$ cat src/rtl/riscv_wb_commit.sv
`default_nettype none
// ============================================================================
//  Module   : riscv_wb_commit
//  Purpose  : Write-back commit stage. Buffers results from NUM_CH producer
//             channels in small FIFOs, picks one head per cycle round-robin,
//             drives a registered register-file write port, counts retired
//             entries and reports operand forwarding / hazard status.
//  Revision : 1.0  initial release
// ============================================================================
module riscv_wb_commit #(
  parameter int XLEN   = 32,
  parameter int NUM_CH = 2,
  parameter int DEPTH  = 4
) (
  input  logic                     risc_clk,
  input  logic                     risc_rst,
  input  logic                     flush,
  input  logic [NUM_CH-1:0]        ch_valid,
  output logic [NUM_CH-1:0]        ch_ready,
  input  logic [2*NUM_CH-1:0]      ch_op,
  input  logic [5*NUM_CH-1:0]      ch_rd,
  input  logic [XLEN*NUM_CH-1:0]   ch_data,
  input  logic [4:0]               rs1,
  input  logic [4:0]               rs2,
  output logic [1:0]               fwd_a,
  output logic [1:0]               fwd_b,
  output logic                     wr_en,
  output logic [4:0]               wr_addr,
  output logic [XLEN-1:0]          wr_data,
  output logic [31:0]              retire_cnt
);

  localparam int AW = $clog2(DEPTH);
  localparam int CW = (NUM_CH > 1) ? $clog2(NUM_CH) : 1;
  localparam logic [AW:0] C_FULL = (AW+1)'(DEPTH);

  // Per-channel FIFO storage; r_vld marks occupied slots so the hazard scan
  // does not need to reason about pointer distances.
  logic [1:0]       r_mem_op   [NUM_CH][DEPTH];
  logic [4:0]       r_mem_rd   [NUM_CH][DEPTH];
  logic [XLEN-1:0]  r_mem_data [NUM_CH][DEPTH];
  logic [DEPTH-1:0] r_vld      [NUM_CH];
  logic [AW-1:0]    r_wptr     [NUM_CH];
  logic [AW-1:0]    r_rptr     [NUM_CH];
  logic [AW:0]      r_cnt      [NUM_CH];
  logic [CW-1:0]    r_rr_ptr;

  logic             r_wr_en;
  logic [4:0]       r_wr_addr;
  logic [XLEN-1:0]  r_wr_data;
  logic [31:0]      r_retire_cnt;

  logic [NUM_CH-1:0] w_ready;
  logic [NUM_CH-1:0] w_push;
  logic [NUM_CH-1:0] w_pop;
  logic [DEPTH-1:0]  w_vld_set [NUM_CH];
  logic [DEPTH-1:0]  w_vld_clr [NUM_CH];
  logic              w_gnt_vld;
  logic [CW-1:0]     w_gnt_idx;
  logic [CW-1:0]     w_rr_next;
  logic [1:0]        w_head_op;
  logic [4:0]        w_head_rd;
  logic [XLEN-1:0]   w_head_data;
  logic              w_haz_a;
  logic              w_haz_b;

  // Accept only with free space; a pop in the same cycle gives no credit.
  always_comb begin
    w_ready = '0;
    w_push  = '0;
    for (int i = 0; i < NUM_CH; i++) begin
      w_ready[i] = (r_cnt[i] != C_FULL) && !flush && !risc_rst;
      w_push[i]  = ch_valid[i] && w_ready[i];
    end
  end

  assign ch_ready = w_ready;

  // Round-robin search for the first non-empty head starting at r_rr_ptr.
  always_comb begin
    logic [CW-1:0] v_idx;
    v_idx     = '0;
    w_gnt_vld = 1'b0;
    w_gnt_idx = '0;
    w_pop     = '0;
    for (int k = 0; k < NUM_CH; k++) begin
      v_idx = CW'((int'(r_rr_ptr) + k) % NUM_CH);
      if (!w_gnt_vld && (r_cnt[v_idx] != '0)) begin
        w_gnt_vld = 1'b1;
        w_gnt_idx = v_idx;
      end
    end
    if (w_gnt_vld) begin
      w_pop[w_gnt_idx] = 1'b1;
    end
  end

  assign w_rr_next   = (w_gnt_idx == CW'(NUM_CH - 1)) ? '0 : w_gnt_idx + CW'(1);
  assign w_head_op   = r_mem_op[w_gnt_idx][r_rptr[w_gnt_idx]];
  assign w_head_rd   = r_mem_rd[w_gnt_idx][r_rptr[w_gnt_idx]];
  assign w_head_data = r_mem_data[w_gnt_idx][r_rptr[w_gnt_idx]];

  // One-hot slot masks for the occupancy bits touched this cycle.
  always_comb begin
    for (int i = 0; i < NUM_CH; i++) begin
      w_vld_set[i] = w_push[i] ? (DEPTH'(1) << r_wptr[i]) : '0;
      w_vld_clr[i] = w_pop[i]  ? (DEPTH'(1) << r_rptr[i]) : '0;
    end
  end

  // FIFO payload storage; no reset needed since r_vld/r_cnt qualify it.
  always_ff @(posedge risc_clk) begin
    for (int i = 0; i < NUM_CH; i++) begin
      if (w_push[i]) begin
        r_mem_op[i][r_wptr[i]]   <= ch_op[2*i +: 2];
        r_mem_rd[i][r_wptr[i]]   <= ch_rd[5*i +: 5];
        r_mem_data[i][r_wptr[i]] <= ch_data[XLEN*i +: XLEN];
      end
    end
  end

  // FIFO pointers, occupancy and slot-valid bits; flush empties everything.
  always_ff @(posedge risc_clk or posedge risc_rst) begin
    if (risc_rst) begin
      for (int i = 0; i < NUM_CH; i++) begin
        r_wptr[i] <= '0;
        r_rptr[i] <= '0;
        r_cnt[i]  <= '0;
        r_vld[i]  <= '0;
      end
    end else if (flush) begin
      for (int i = 0; i < NUM_CH; i++) begin
        r_wptr[i] <= '0;
        r_rptr[i] <= '0;
        r_cnt[i]  <= '0;
        r_vld[i]  <= '0;
      end
    end else begin
      for (int i = 0; i < NUM_CH; i++) begin
        if (w_push[i]) r_wptr[i] <= r_wptr[i] + AW'(1);
        if (w_pop[i])  r_rptr[i] <= r_rptr[i] + AW'(1);
        r_vld[i] <= (r_vld[i] | w_vld_set[i]) & ~w_vld_clr[i];
        case ({w_push[i], w_pop[i]})
          2'b10:   r_cnt[i] <= r_cnt[i] + (AW+1)'(1);
          2'b01:   r_cnt[i] <= r_cnt[i] - (AW+1)'(1);
          default: r_cnt[i] <= r_cnt[i];
        endcase
      end
    end
  end

  // Round-robin pointer advances past each grantee; flush leaves it alone.
  always_ff @(posedge risc_clk or posedge risc_rst) begin
    if (risc_rst) begin
      r_rr_ptr <= '0;
    end else if (!flush && w_gnt_vld) begin
      r_rr_ptr <= w_rr_next;
    end
  end

  // Registered write port and retire counter; only writing ops with rd!=0
  // raise wr_en, address/data hold otherwise.
  always_ff @(posedge risc_clk or posedge risc_rst) begin
    if (risc_rst) begin
      r_wr_en      <= 1'b0;
      r_wr_addr    <= '0;
      r_wr_data    <= '0;
      r_retire_cnt <= '0;
    end else if (flush) begin
      r_wr_en <= 1'b0;
    end else if (w_gnt_vld) begin
      r_retire_cnt <= r_retire_cnt + 32'd1;
      if (!w_head_op[1] && (w_head_rd != 5'd0)) begin
        r_wr_en   <= 1'b1;
        r_wr_addr <= w_head_rd;
        r_wr_data <= w_head_op[0] ? (w_head_data + XLEN'(4)) : w_head_data;
      end else begin
        r_wr_en <= 1'b0;
      end
    end else begin
      r_wr_en <= 1'b0;
    end
  end

  assign wr_en      = r_wr_en;
  assign wr_addr    = r_wr_addr;
  assign wr_data    = r_wr_data;
  assign retire_cnt = r_retire_cnt;

  // Scan every occupied slot for a pending write to either source register.
  always_comb begin
    w_haz_a = 1'b0;
    w_haz_b = 1'b0;
    for (int i = 0; i < NUM_CH; i++) begin
      for (int j = 0; j < DEPTH; j++) begin
        if (r_vld[i][j] && !r_mem_op[i][j][1]) begin
          if (r_mem_rd[i][j] == rs1) w_haz_a = 1'b1;
          if (r_mem_rd[i][j] == rs2) w_haz_b = 1'b1;
        end
      end
    end
  end

  // Pending hazard beats forwarding from the write port; x0 never forwards.
  always_comb begin
    if ((rs1 != 5'd0) && w_haz_a)                          fwd_a = 2'b10;
    else if ((rs1 != 5'd0) && r_wr_en && (r_wr_addr == rs1)) fwd_a = 2'b01;
    else                                                   fwd_a = 2'b00;
    if ((rs2 != 5'd0) && w_haz_b)                          fwd_b = 2'b10;
    else if ((rs2 != 5'd0) && r_wr_en && (r_wr_addr == rs2)) fwd_b = 2'b01;
    else                                                   fwd_b = 2'b00;
  end

endmodule
`default_nettype wire

$ cat config.mk
export PLATFORM = sky130hd
export DESIGN_NAME = riscv_wb_commit
export DESIGN_NICKNAME = d
export VERILOG_FILES = /design/src/rtl/riscv_wb_commit.sv
export SDC_FILE = /design/constraint.sdc
export NUM_CORES = 1
export LEC_CHECK = 0
export BUFFER_PORTS_ARGS = -buffer_cell sky130_fd_sc_hd__buf_2
export CAP_MARGIN = 10
export CORE_MARGIN = 5
export CORE_UTILIZATION = 27
export CTS_CLUSTER_DIAMETER = 80
export DETAILED_ROUTE_END_ITERATION = 10
export PLACE_DENSITY = 0.55
export SYNTH_ARGS = -nofsm -noshare
export SYNTH_HDL_FRONTEND = slang
export SYNTH_SLANG_ARGS = --single-unit
$ cat constraint.sdc
create_clock -name risc_clk -period 3.17 [get_ports risc_clk]
set_input_delay 0.634 -clock risc_clk [delete_from_list [all_inputs] [get_ports risc_clk]]
set_output_delay 0.634 -clock risc_clk [all_outputs]
set_load 0.02 [all_outputs]
==> flow_summary.toml <==
[synthesis]
synthArstFlopShare_pct = 23.0
yosysSeqAreaShare_pct = 65.2
avgSynthCellArea_sq_um = 15.8
ys_warn_count = 0
yosysMostFrequentCell = "edfxtp_1"
yosys.area.top_type = "edfxtp_1"
synthMuxAreaShare_pct = 12.7
synthSimpleGateAreaFrac_pct = 7.49
synth-edff-count = 312
syn_nets = 1251
netlist_top_cells_count = "edfxtp_1 (312), xnor2_1 (103), dfrtp_1 (93)"
synth_top_cell_area_share_pct = 52.2
synthTopCellsByArea = "edfxtp_1 (52%), dfrtp_1 (13%), mux4_2 (8.3%)"
synth_top_family_by_area = "multiplexers"
synth_compound_area_share_pct = 3.77
synth_xor_area_share_pct = 7.57
yosys.area_share.adder_pct = 1.48
synthFlopType = "edfxtp_1"
ys_types = 62
ys_ff_latch = 405
synth_area_sq_um = 17900
synth_cells = 1138

[placement]
dpl.hpwl_microns = 34900
portBuffers = 168
place_congestion = 0.849
pre_cts_ws_ns = -0.0601

[power]
p_leak_nw = 8.00
p_total_mw = 18.2
peakVddDrop_uv = 414
powerDensity_nw_per_um2 = 823

[layout]
fillers = 6423
syn2layout_area_growth_pct = 23.2
utilization_pct = 33.6
fin_nets = 1514
drive_gt1_share_pct = 32.2

[clock_tree]
cts_root_buf = "clkbuf_16"
cts_sinks = 405
cts_max_path_buffers = 3
cts-buffers-inserted = 45
cts_hold_buf = 0
cts_tree = "done"
clk_transition_reported_paths_ns = 0.06
htreeDepth = 2
clk_latency_ns = 0.59

[sta]
final.setup_skew_ns = 0.0126
worst_pin_slew_ns = 0.791
min_period_ns = 3.11
hold_violations = 0
slew_viol_final = 0
rsz0062_at_grt = "yes"
holdWs_ns = 0.261
fmax_mhz = 321
post-route-period-util_pct = 98.2
finalSetupViolCount = 0
max_slew_margin_pct = 47.3
setup_ws_ns = 0.0561

[critical_path]
crit_fanout = 34
path_cells = "or3_4 -> a21o_1 -> nor2_4 -> buf_6 -> mux4_2 -> a211o_1 -> o41ai_4 -> inv_2 -> buf_12 -> mux2_2"
path_delay_family = "compound AO/OA/AOI/OAI gates"
endpoint_kind = "register"
critPathArrivalTime_ns = 3.58
path_class = "register to register"
crit_path_max_incr_delay_ns = 0.42
r2r_slack_ns = 0.06
cp_slowest_cell = "dfrtp_1"
rr_worst_depth = 10
cp.required_ns = 3.64
crit_buf_inv = 3
start_kind = "register"
crit_cells = 10

[routing]
wirelength_microns = 49600
drc = 0
drt_iter0_drc = 759
postRouteAntennaNets = 0
viasPerCell = 4.68
vias = 10800
wl_per_cell_microns = 21.5
drtPass1Iterations = 5

[global_route]
grt_pass1_vias = 11300
grt_pass1_wl_microns = 73400
grt_use_total_pct = 13.7
grt_max_degree = 58
antenna_found_initial = 5
grt_overflow = 0

[die]
fp.dieH_microns = 268
rows = 94
fp.dieW_microns = 268
design.core.area_sq_um = 65900
io_pins = 169
start_util_pct = 27.2
die_area_sq_um = 71700

[status]
status = "completed"

[job]
drv_cap = 0

[hold_path]
hold_path_class = "input port to asynchronous set/reset pin"
## cell type report
cell class / count / area (sq um) / area share [%]
antenna: 1 / 2.50 / 0.0113
clock buffer: 58 / 1190 / 5.40
clock inverter: 26 / 283 / 1.28
inverter: 12 / 47.5 / 0.215
multi-input combinational: 669 / 6000 / 27.1
sequential: 405 / 11700 / 52.9
tap: 864 / 1080 / 4.89
timing repair buffer: 268 / 1810 / 8.17
## logic make-up after synthesis
kind of cell,Yosys count
adders and majority gates,20
xor gates and xnor gates,155
muxes,141
buffers and inverters,64
AOI/OAI and AO/OA,97
and+or+nand+nor,256
DFF,405
## cells in the final DEF, fill, tap and decap left out, types with 5 or more instances in the layout
master	n
nor3_1	16
nor2_1	55
edfxtp_1	312
a31oi_1	6
mux2i_1	39
and3_2	8
clkbuf_1	11
nand2_1	61
mux4_2	66
o21ai_0	13
clkbuf_16	45
nor4_1	8
dfrtp_1	91
nor2b_1	7
buf_4	81
nand3_1	28
ha_1	18
xor2_1	52
and4_1	8
o21a_1	6
mux2_2	34
and3_1	5
a21oi_1	25
xnor2_1	103
inv_1	10
a211oi_1	23
buf_2	168
and2_1	6
nand2b_1	5
buf_12	16
clkinv_1	12
nand4_1	19
## path summary, 6_finish.rpt
kind / startpoint / endpoint
setup / recovery: r_cnt[3] / wr_data[8]
hold / removal: risc_rst / r_wptr[2]
hold reg to reg: retire_cnt[31] / retire_cnt[31]
setup reg to reg: r_cnt[3] / wr_data[8]
max in group asynchronous: risc_rst / retire_cnt[28]
min in group risc_clk: ch_data[17] / r_mem_data[0][113]
## stage by stage
stage | instance area (sq um) | instances | TNS (ns)
6_report | 22100 | 2303 | 0
5_1_grt | 22100 | 2302 | -0.177
4_1_cts | 22000 | 2294 | 0
3_5_place_dp | 20500 | 2209 | -0.790
3_3_place_gp | 20500 | 2209 | -0.000348
2_1_floorplan | 17900 | 1138 | 0
## where the power goes
group / switching (mW) / total, mW / internal, mW / leakage [nW]
Clock: 2.17 / 5.19 / 3.02 / 0.710
Combinational: 3.41 / 6.38 / 2.97 / 3.28
Sequential: 0.463 / 6.63 / 6.17 / 4.01
## metal layers
metal	up-vias	track usage (%)	wire length, microns
li1	4879	-	-
met1	5492	18.3	21100
met2	317	22.9	24100
met3	92	2.62	3000
met4	2	3.87	1320
met5	-	0	13
## flip-flops by register name (all words and copies together), names as in the netlist
| register | flops |
|---|---|
| wr_en | 1 |
| r_rr_ptr | 1 |
| r_vld | 8 |
| wr_data | 32 |
| retire_cnt | 32 |
| r_mem_data | 256 |
| r_rptr | 4 |
| r_mem_rd | 40 |
| r_cnt | 6 |
| wr_addr | 5 |
| r_wptr | 4 |
| r_mem_op | 16 |
## timing repair
action                                  CTS  global route
resized for setup                         7             8
endpoints found under the setup margin   30            34
gates cloned                              0             0
setup buffers                             1             8
pin swaps                                 0             9
(Power assumes the default switching activity.)
